## src/rtl/adder_pkg.sv

```systemverilog
// Shared constants and elaboration helpers for the pipelined ripple-carry adder.
package adder_pkg;

    localparam logic ADD_OP = 1'b0;
    localparam logic SUB_OP = 1'b1;

    function automatic int chunk_w(input int width, input int stages);
        return width / stages;
    endfunction

    function automatic bit split_ok(input int width, input int stages);
        return (stages > 0) && ((width % stages) == 0);
    endfunction

endpackage

```

## src/rtl/rca_chunk.sv

```systemverilog
// Purely combinational W-bit ripple of full-adder cells; cmsb is the carry into the MSB.
module rca_chunk #(
    parameter int W = 8
) (
    input  logic [W-1:0] a,
    input  logic [W-1:0] b,
    input  logic         cin,
    output logic [W-1:0] s,
    output logic         cout,
    output logic         cmsb
);

    logic carry;

    always_comb begin
        s     = '0;
        cmsb  = cin;
        carry = cin;
        for (int i = 0; i < W; i++) begin
            cmsb  = carry;
            s[i]  = a[i] ^ b[i] ^ carry;
            carry = (a[i] & b[i]) | (carry & (a[i] ^ b[i]));
        end
        cout = carry;
    end

endmodule

```

## src/rtl/adder_pipe_rca.sv

```systemverilog
// Pipelined ripple-carry add/subtract with valid/ready; one CHUNK ripples per stage.
// Define ADDER_PIPE_OVF_EN to add the signed-overflow output out_ovf.
module adder_pipe_rca
    import adder_pkg::*;
#(
    parameter int WIDTH  = 32,
    parameter int STAGES = 4
) (
    input  logic             clk,
    input  logic             rst,
    input  logic             in_valid,
    output logic             in_ready,
    input  logic [WIDTH-1:0] in_a,
    input  logic [WIDTH-1:0] in_b,
    input  logic             in_cin,
    input  logic             in_sub,
    output logic             out_valid,
    input  logic             out_ready,
    output logic [WIDTH-1:0] out_sum,
    output logic             out_cout
`ifdef ADDER_PIPE_OVF_EN
    ,
    output logic             out_ovf
`endif
);

    localparam int CHUNK = chunk_w(WIDTH, STAGES);

    if (!split_ok(WIDTH, STAGES)) begin : g_bad_split
        $error("adder_pipe_rca: WIDTH must be a multiple of STAGES");
    end

    logic             adv;
    logic [WIDTH-1:0] b_eff;
    logic             cin_eff;

    logic             vld_p [STAGES];
    logic [WIDTH-1:0] a_p   [STAGES];
    logic [WIDTH-1:0] b_p   [STAGES];
    logic [WIDTH-1:0] s_p   [STAGES];
    logic             c_p   [STAGES];
`ifdef ADDER_PIPE_OVF_EN
    logic             ov_p  [STAGES];
`endif

    // One global advance keeps every stage in lock-step; bubbles are not collapsed.
    assign adv     = ~vld_p[STAGES-1] | out_ready;
    assign in_ready = adv;
    assign b_eff   = (in_sub == ADD_OP) ? in_b : ~in_b;
    assign cin_eff = (in_sub == SUB_OP) ? 1'b1 : in_cin;

    for (genvar k = 0; k < STAGES; k++) begin : g_stage
        logic [WIDTH-1:0] a_in, b_in, s_in, s_nx;
        logic             c_in, v_in;
        logic [CHUNK-1:0] cs;
        logic             co;
`ifdef ADDER_PIPE_OVF_EN
        logic             cm;
`else
        logic             unused_cmsb;
`endif

        if (k == 0) begin : g_first
            assign a_in = in_a;
            assign b_in = b_eff;
            assign s_in = '0;
            assign c_in = cin_eff;
            assign v_in = in_valid;
        end else begin : g_next
            assign a_in = a_p[k-1];
            assign b_in = b_p[k-1];
            assign s_in = s_p[k-1];
            assign c_in = c_p[k-1];
            assign v_in = vld_p[k-1];
        end

        rca_chunk #(.W(CHUNK)) u_chunk (
            .a    (a_in[k*CHUNK +: CHUNK]),
            .b    (b_in[k*CHUNK +: CHUNK]),
            .cin  (c_in),
            .s    (cs),
            .cout (co),
`ifdef ADDER_PIPE_OVF_EN
            .cmsb (cm)
`else
            .cmsb (unused_cmsb)
`endif
        );

        // Completed lower chunks ride along so all chunks of an op emerge together.
        always_comb begin
            s_nx = s_in;
            s_nx[k*CHUNK +: CHUNK] = cs;
        end

        always_ff @(posedge clk) begin
            if (rst) begin
                vld_p[k] <= 1'b0;
            end else if (adv) begin
                vld_p[k] <= v_in;
            end
        end

        always_ff @(posedge clk) begin
            if (adv) begin
                a_p[k] <= a_in;
                b_p[k] <= b_in;
                s_p[k] <= s_nx;
                c_p[k] <= co;
`ifdef ADDER_PIPE_OVF_EN
                ov_p[k] <= co ^ cm;
`endif
            end
        end
    end

    // Data registers are not reset; gating by valid gives the zero reset view.
    assign out_valid = vld_p[STAGES-1];
    assign out_sum   = out_valid ? s_p[STAGES-1] : '0;
    assign out_cout  = out_valid & c_p[STAGES-1];
`ifdef ADDER_PIPE_OVF_EN
    assign out_ovf   = out_valid & ov_p[STAGES-1];
`endif

endmodule

```

## config.mk

```make
export PLATFORM = sky130hd
export DESIGN_NAME = adder_pipe_rca
export DESIGN_NICKNAME = d
export VERILOG_FILES = /design/src/rtl/adder_pkg.sv /design/src/rtl/rca_chunk.sv /design/src/rtl/adder_pipe_rca.sv
export SDC_FILE = /design/constraint.sdc
export NUM_CORES = 1
export LEC_CHECK = 0
export BUFFER_PORTS_ARGS = -buffer_cell sky130_fd_sc_hd__buf_2
export CORE_MARGIN = 3
export CORE_UTILIZATION = 56
export DETAILED_ROUTE_END_ITERATION = 12
export PLACE_DENSITY = 0.79
export SLEW_MARGIN = 20
export SYNTH_ARGS = -nofsm -noshare
export SYNTH_HDL_FRONTEND = slang
export SYNTH_HIERARCHICAL = 1
export SYNTH_SLANG_ARGS = --single-unit
```

## constraint.sdc

```tcl
create_clock -name clk -period 5.6 [get_ports clk]
set_input_delay 0.28 -clock clk [delete_from_list [all_inputs] [get_ports clk]]
set_output_delay 0.28 -clock clk [all_outputs]
set_load 0.1 [all_outputs]
```

Word level (Yosys, flattened, before mapping)
Memories as Yosys holds them, arrays and structs flattened.
Index checks and enable logic that the tools add are counted.
{ "classes": {"muxes": 13, "bitwise": 168} }
{ "op_table": {"columns": ["cell", "n"], "rows": [
  ["bitwise AND 1 bit", 65],
  ["2-to-1 mux 32 bit", 2],
  ["XOR 1 bit", 64],
  ["OR 1 bit", 37],
  ["NOT 32 bit", 1],
  ["2-to-1 mux 1 bit", 11],
  ["NOT 1 bit", 1]
]} }
{ "totals": {"reg_bits": 0, "ram_bits": 392, "inputBits": 70, "output_inout_bits": 35, "elab_cells": 186, "n_memories": 5} }
{ "memory_table": {"columns": ["memory", "depth", "word_bits", "read_ports", "rd_ports_with_merged_regs", "write_ports", "line_no", "text"], "rows": [
  ["a_p", 4, 32, 3, 0, 4, "adder_pipe_rca.sv:38", "logic [WIDTH-1:0] a_p [STAGES];"],
  ["b_p", 4, 32, 3, 0, 4, "adder_pipe_rca.sv:39", "logic [WIDTH-1:0] b_p [STAGES];"],
  ["s_p", 4, 32, 4, 0, 4, "adder_pipe_rca.sv:40", "logic [WIDTH-1:0] s_p [STAGES];"],
  ["c_p", 4, 1, 4, 0, 4, "adder_pipe_rca.sv:41", "logic c_p [STAGES];"],
  ["vld_p", 4, 1, 4, 0, 4, "adder_pipe_rca.sv:37", "logic vld_p [STAGES];"]
]} }

Logic depth before layout (Yosys ltp)
{ "depth": {"depth_word": 19, "mapped_depth": 14, "mapped_depth_nobuf": 13} }

Cells and area by module
The synthesis kept the hierarchy.
{ "by_module_without_submodules": {"columns": ["mod", "instances", "cells_each", "area_per_inst_um2", "seq_area_each_um2"], "rows": [
  ["adder_pipe_rca", 1, 264, 6158.4, 5525.3],
  ["rca_chunk", 4, 18, 197.7, 0.0]
]} }

Worst setup path after synthesis
OpenSTA, ideal clock, no wires.
{ "synth_path": {"kind": "reg-to-reg", "from": "memory vld_p[3]", "to": "memory a_p[0][10] (enable)", "setup_time_ns": 0.562, "arrival_time_ns": 5.167, "required_time_ns": 5.038, "setup_slack_ns": -0.129, "stages_incl_launch_ff": 3, "n_path_buf": 0, "period_less_slack_ns": 5.729, "path_cell_list": "edfxtp_1 -> nor2b_4 -> inv_1"} }
{ "synth_lines": {"columns": ["element", "line_no"], "rows": [
  ["start, declared", "adder_pipe_rca.sv:37"],
  ["end, declared", "adder_pipe_rca.sv:38"]
]} }

==> metrics.txt <==
Mapped Nets 438; layout cells sized above 1 29.3%; R2R setup slack 1.83 ns; Hold Buf Count CTS 0; RSZ-0062 raised after global routing false; Worst setup EP type flip-flop; status finished clean; ant diodes 0; Critical Path AT 4.08 ns; Final nets 557; final setup vio count 0; most used cell, CP fa_1; Antenna Nets Post-Route 0; Max stage delay on crit path 0.68 ns; Post-CTS Resized 0; Synth Warn # 6; Max FO, Critical Path 33; share of Yosys cell area claimed by the top area cell type 79.5%; M1 wire length 3180 µm; Final Critical Period 3.92 ns; Worst Hold Slack 0.0393 ns; Setup CP Type in2reg; DPL Wire Length 5640 µm; setup_tns 0 ns; CP delay by family, top adder cells; cts bufs inserted 17; CTS tree built; worst vdd ir 174 µV; fin crit share 70.0%; GRT overflow 0; Wirelength per Cell 13.6 µm; hold crit path type in2reg; CP Launch Type input port; Post-CTS Setup Bufs 0; vias in the first global route 3,101; register bit total from synthesis 184; WL final 8650 µm; worst r2r src a_p[0][8]; # rows 40; clk sinks 184; final hold vios 0; power per standard cell area 399 nW/µm²; global-route wire length before repair 14,400 µm; Fmax 255 MHz; Synth area leaders edfxtp_1, fa_1, xor2_1; worst r2r path cells 12; slew at the pin closest to its max-slew limit 0.908 ns; met2 routed WL 4660 µm; Clock Latency Late Sink 0.41 ns; first drt pass iteration count 4; final design utilization 67.9%; synth unique cells 12; max_slew headroom 39.5%; initial antenna violation count 0; Post-Syn Instances 336; CP Cell Sequence buf_2, xor2_1, fa_1, inv_1, fa_1, inv_1, fa_1, fa_1, fa_1, fa_1, inv_1, fa_1, inv_1, fa_1; Crit path buffers/inverters 5; CP Depth 14; Max Cap Viol 0; end of the worst hold path a_p[0][10]; largest net degree at the start of global routing 52; DR top layer met4; drt drc 0; synthesized area 6950 µm²; final slew viol count 0; Hold Path Depth 1; clock-pin slew on the worst setup and hold paths 0.06 ns; Slowest cell on crit path buf_2; DR vias 2,944; area leader, netlist edfxtp_1; Port Buffers 104; Syn Area/Cell 20.7 µm²; io pins 105; die width 117 µm; All-Layer GR Usage 13.9%; RR Endpoint s_p[1][15]; hold path startpoint in_a[10]; Die H 117 µm; core area 12,100 µm²; die area 13,800 µm²; H-tree depth 4; Area Growth Syn to Fin 17.8%; average vias per placed instance 4.64; initial core utilization 57.6%; P_leak 0.00340 µW; Final Skew 0.00425 ns; Critical Path RT 5.76 ns; met3 wire len 478 µm; post-synthesis sequential area ratio 79.5%; clk buf depth 2; CTS root buf clkbuf_16; Final GP Congestion 0.826; DR iter-0 viols 138
[routing by layer]
metal | vias to the layer above | track usage [%]
li1 | 1404 | -
met2 | 81 | 23.7
met3 | 26 | 4.34
met1 | 1433 | 15.1
met5 | - | 0
met4 | 0 | 8.87
[registers in the layout, indices dropped and copies added (netlist names)]
signal	cells
c_p	4
s_p	80
b_p	48
a_p	48
vld_p	4
[worst register-to-register path: cells and delay by family, from the launching register on]
kind | cells | cell delay (ns)
fa+ha+maj | 8 | 2.80
flops | 1 | 0.41
buf+inv | 4 | 0.29
[cell usage after synthesis, drive strengths merged]
| cell type | number |
|---|---|
| edfxtp | 184 |
| inv | 41 |
| and2 | 33 |
| fa | 32 |
| xor2 | 32 |
| buf | 4 |
| nor3b | 4 |
| clkbuf | 3 |
| nand2b | 1 |
| nor2b | 1 |
| or2 | 1 |
[cells in the final DEF (no fill, tap or decap)]
| master | count |
|---|---|
| clkinv_1 | 3 |
| fa_1 | 32 |
| or2_2 | 1 |
| bufinv_16 | 3 |
| clkbuf_1 | 1 |
| inv_1 | 40 |
| clkinvlp_4 | 1 |
| edfxtp_1 | 184 |
| clkbuf_16 | 17 |
| nand2b_1 | 1 |
| clkinv_2 | 7 |
| buf_4 | 3 |
| buf_2 | 104 |
| nor2b_4 | 1 |
| nor3b_1 | 4 |
| xor2_1 | 32 |
| and2_1 | 33 |
[worst max-delay path by stage]
| stage | start | endpoint | slack, ns |
|---|---|---|---|
| global route | in_sub | s_p[0][7] | 1.43 |
| finish | in_sub | s_p[0][7] | 1.68 |
| floorplan | vld_p[3] | a_p[0][10] | 0.67 |
| detailed placement | in_sub | s_p[0][7] | 1.19 |
| CTS | in_sub | s_p[0][7] | 1.66 |
| global placement | in_sub | s_p[0][7] | 1.27 |
[area by class of cell]
cell class,count,area (µm²)
sequential,184,5530
fill,779,3880
multi-input combinational,104,1180
timing repair buffer,107,543
clock buffer,18,429
tap,168,210
inverter,41,158
clock inverter,13,136
[stage by stage]
| step | setup WS [ns] | std cells | area, µm² | total power [µW] |
|---|---|---|---|---|
| after floorplan | 0.673 | 336 | 6950 | 2090 |
| after global placement | 1.27 | 604 | 7620 | 2150 |
| after detailed placement | 1.19 | 604 | 7620 | 2180 |
| after CTS | 1.66 | 635 | 8190 | 3310 |
| after global routing | 1.43 | 635 | 8190 | 3410 |
| final | 1.68 | 635 | 8190 | 3270 |
[power by group]
part,internal (µW),switching (µW),total [µW]
logic,81.5,152,234
registers,1840,67.9,1910
clock network,687,436,1120
total,2610,656,3270
[cells by family (layout without fill, tap and decap cells)]
group         after synthesis  count (layout)  synth area share (%)
flops                     184             184                  79.5
buf+inv                    48             179                  3.46
simple gates               40              40                  3.78
fa+ha+maj                  32              32                  9.22
xor+xnor                   32              32                  4.03
Power figures use the tool's default switching activity.
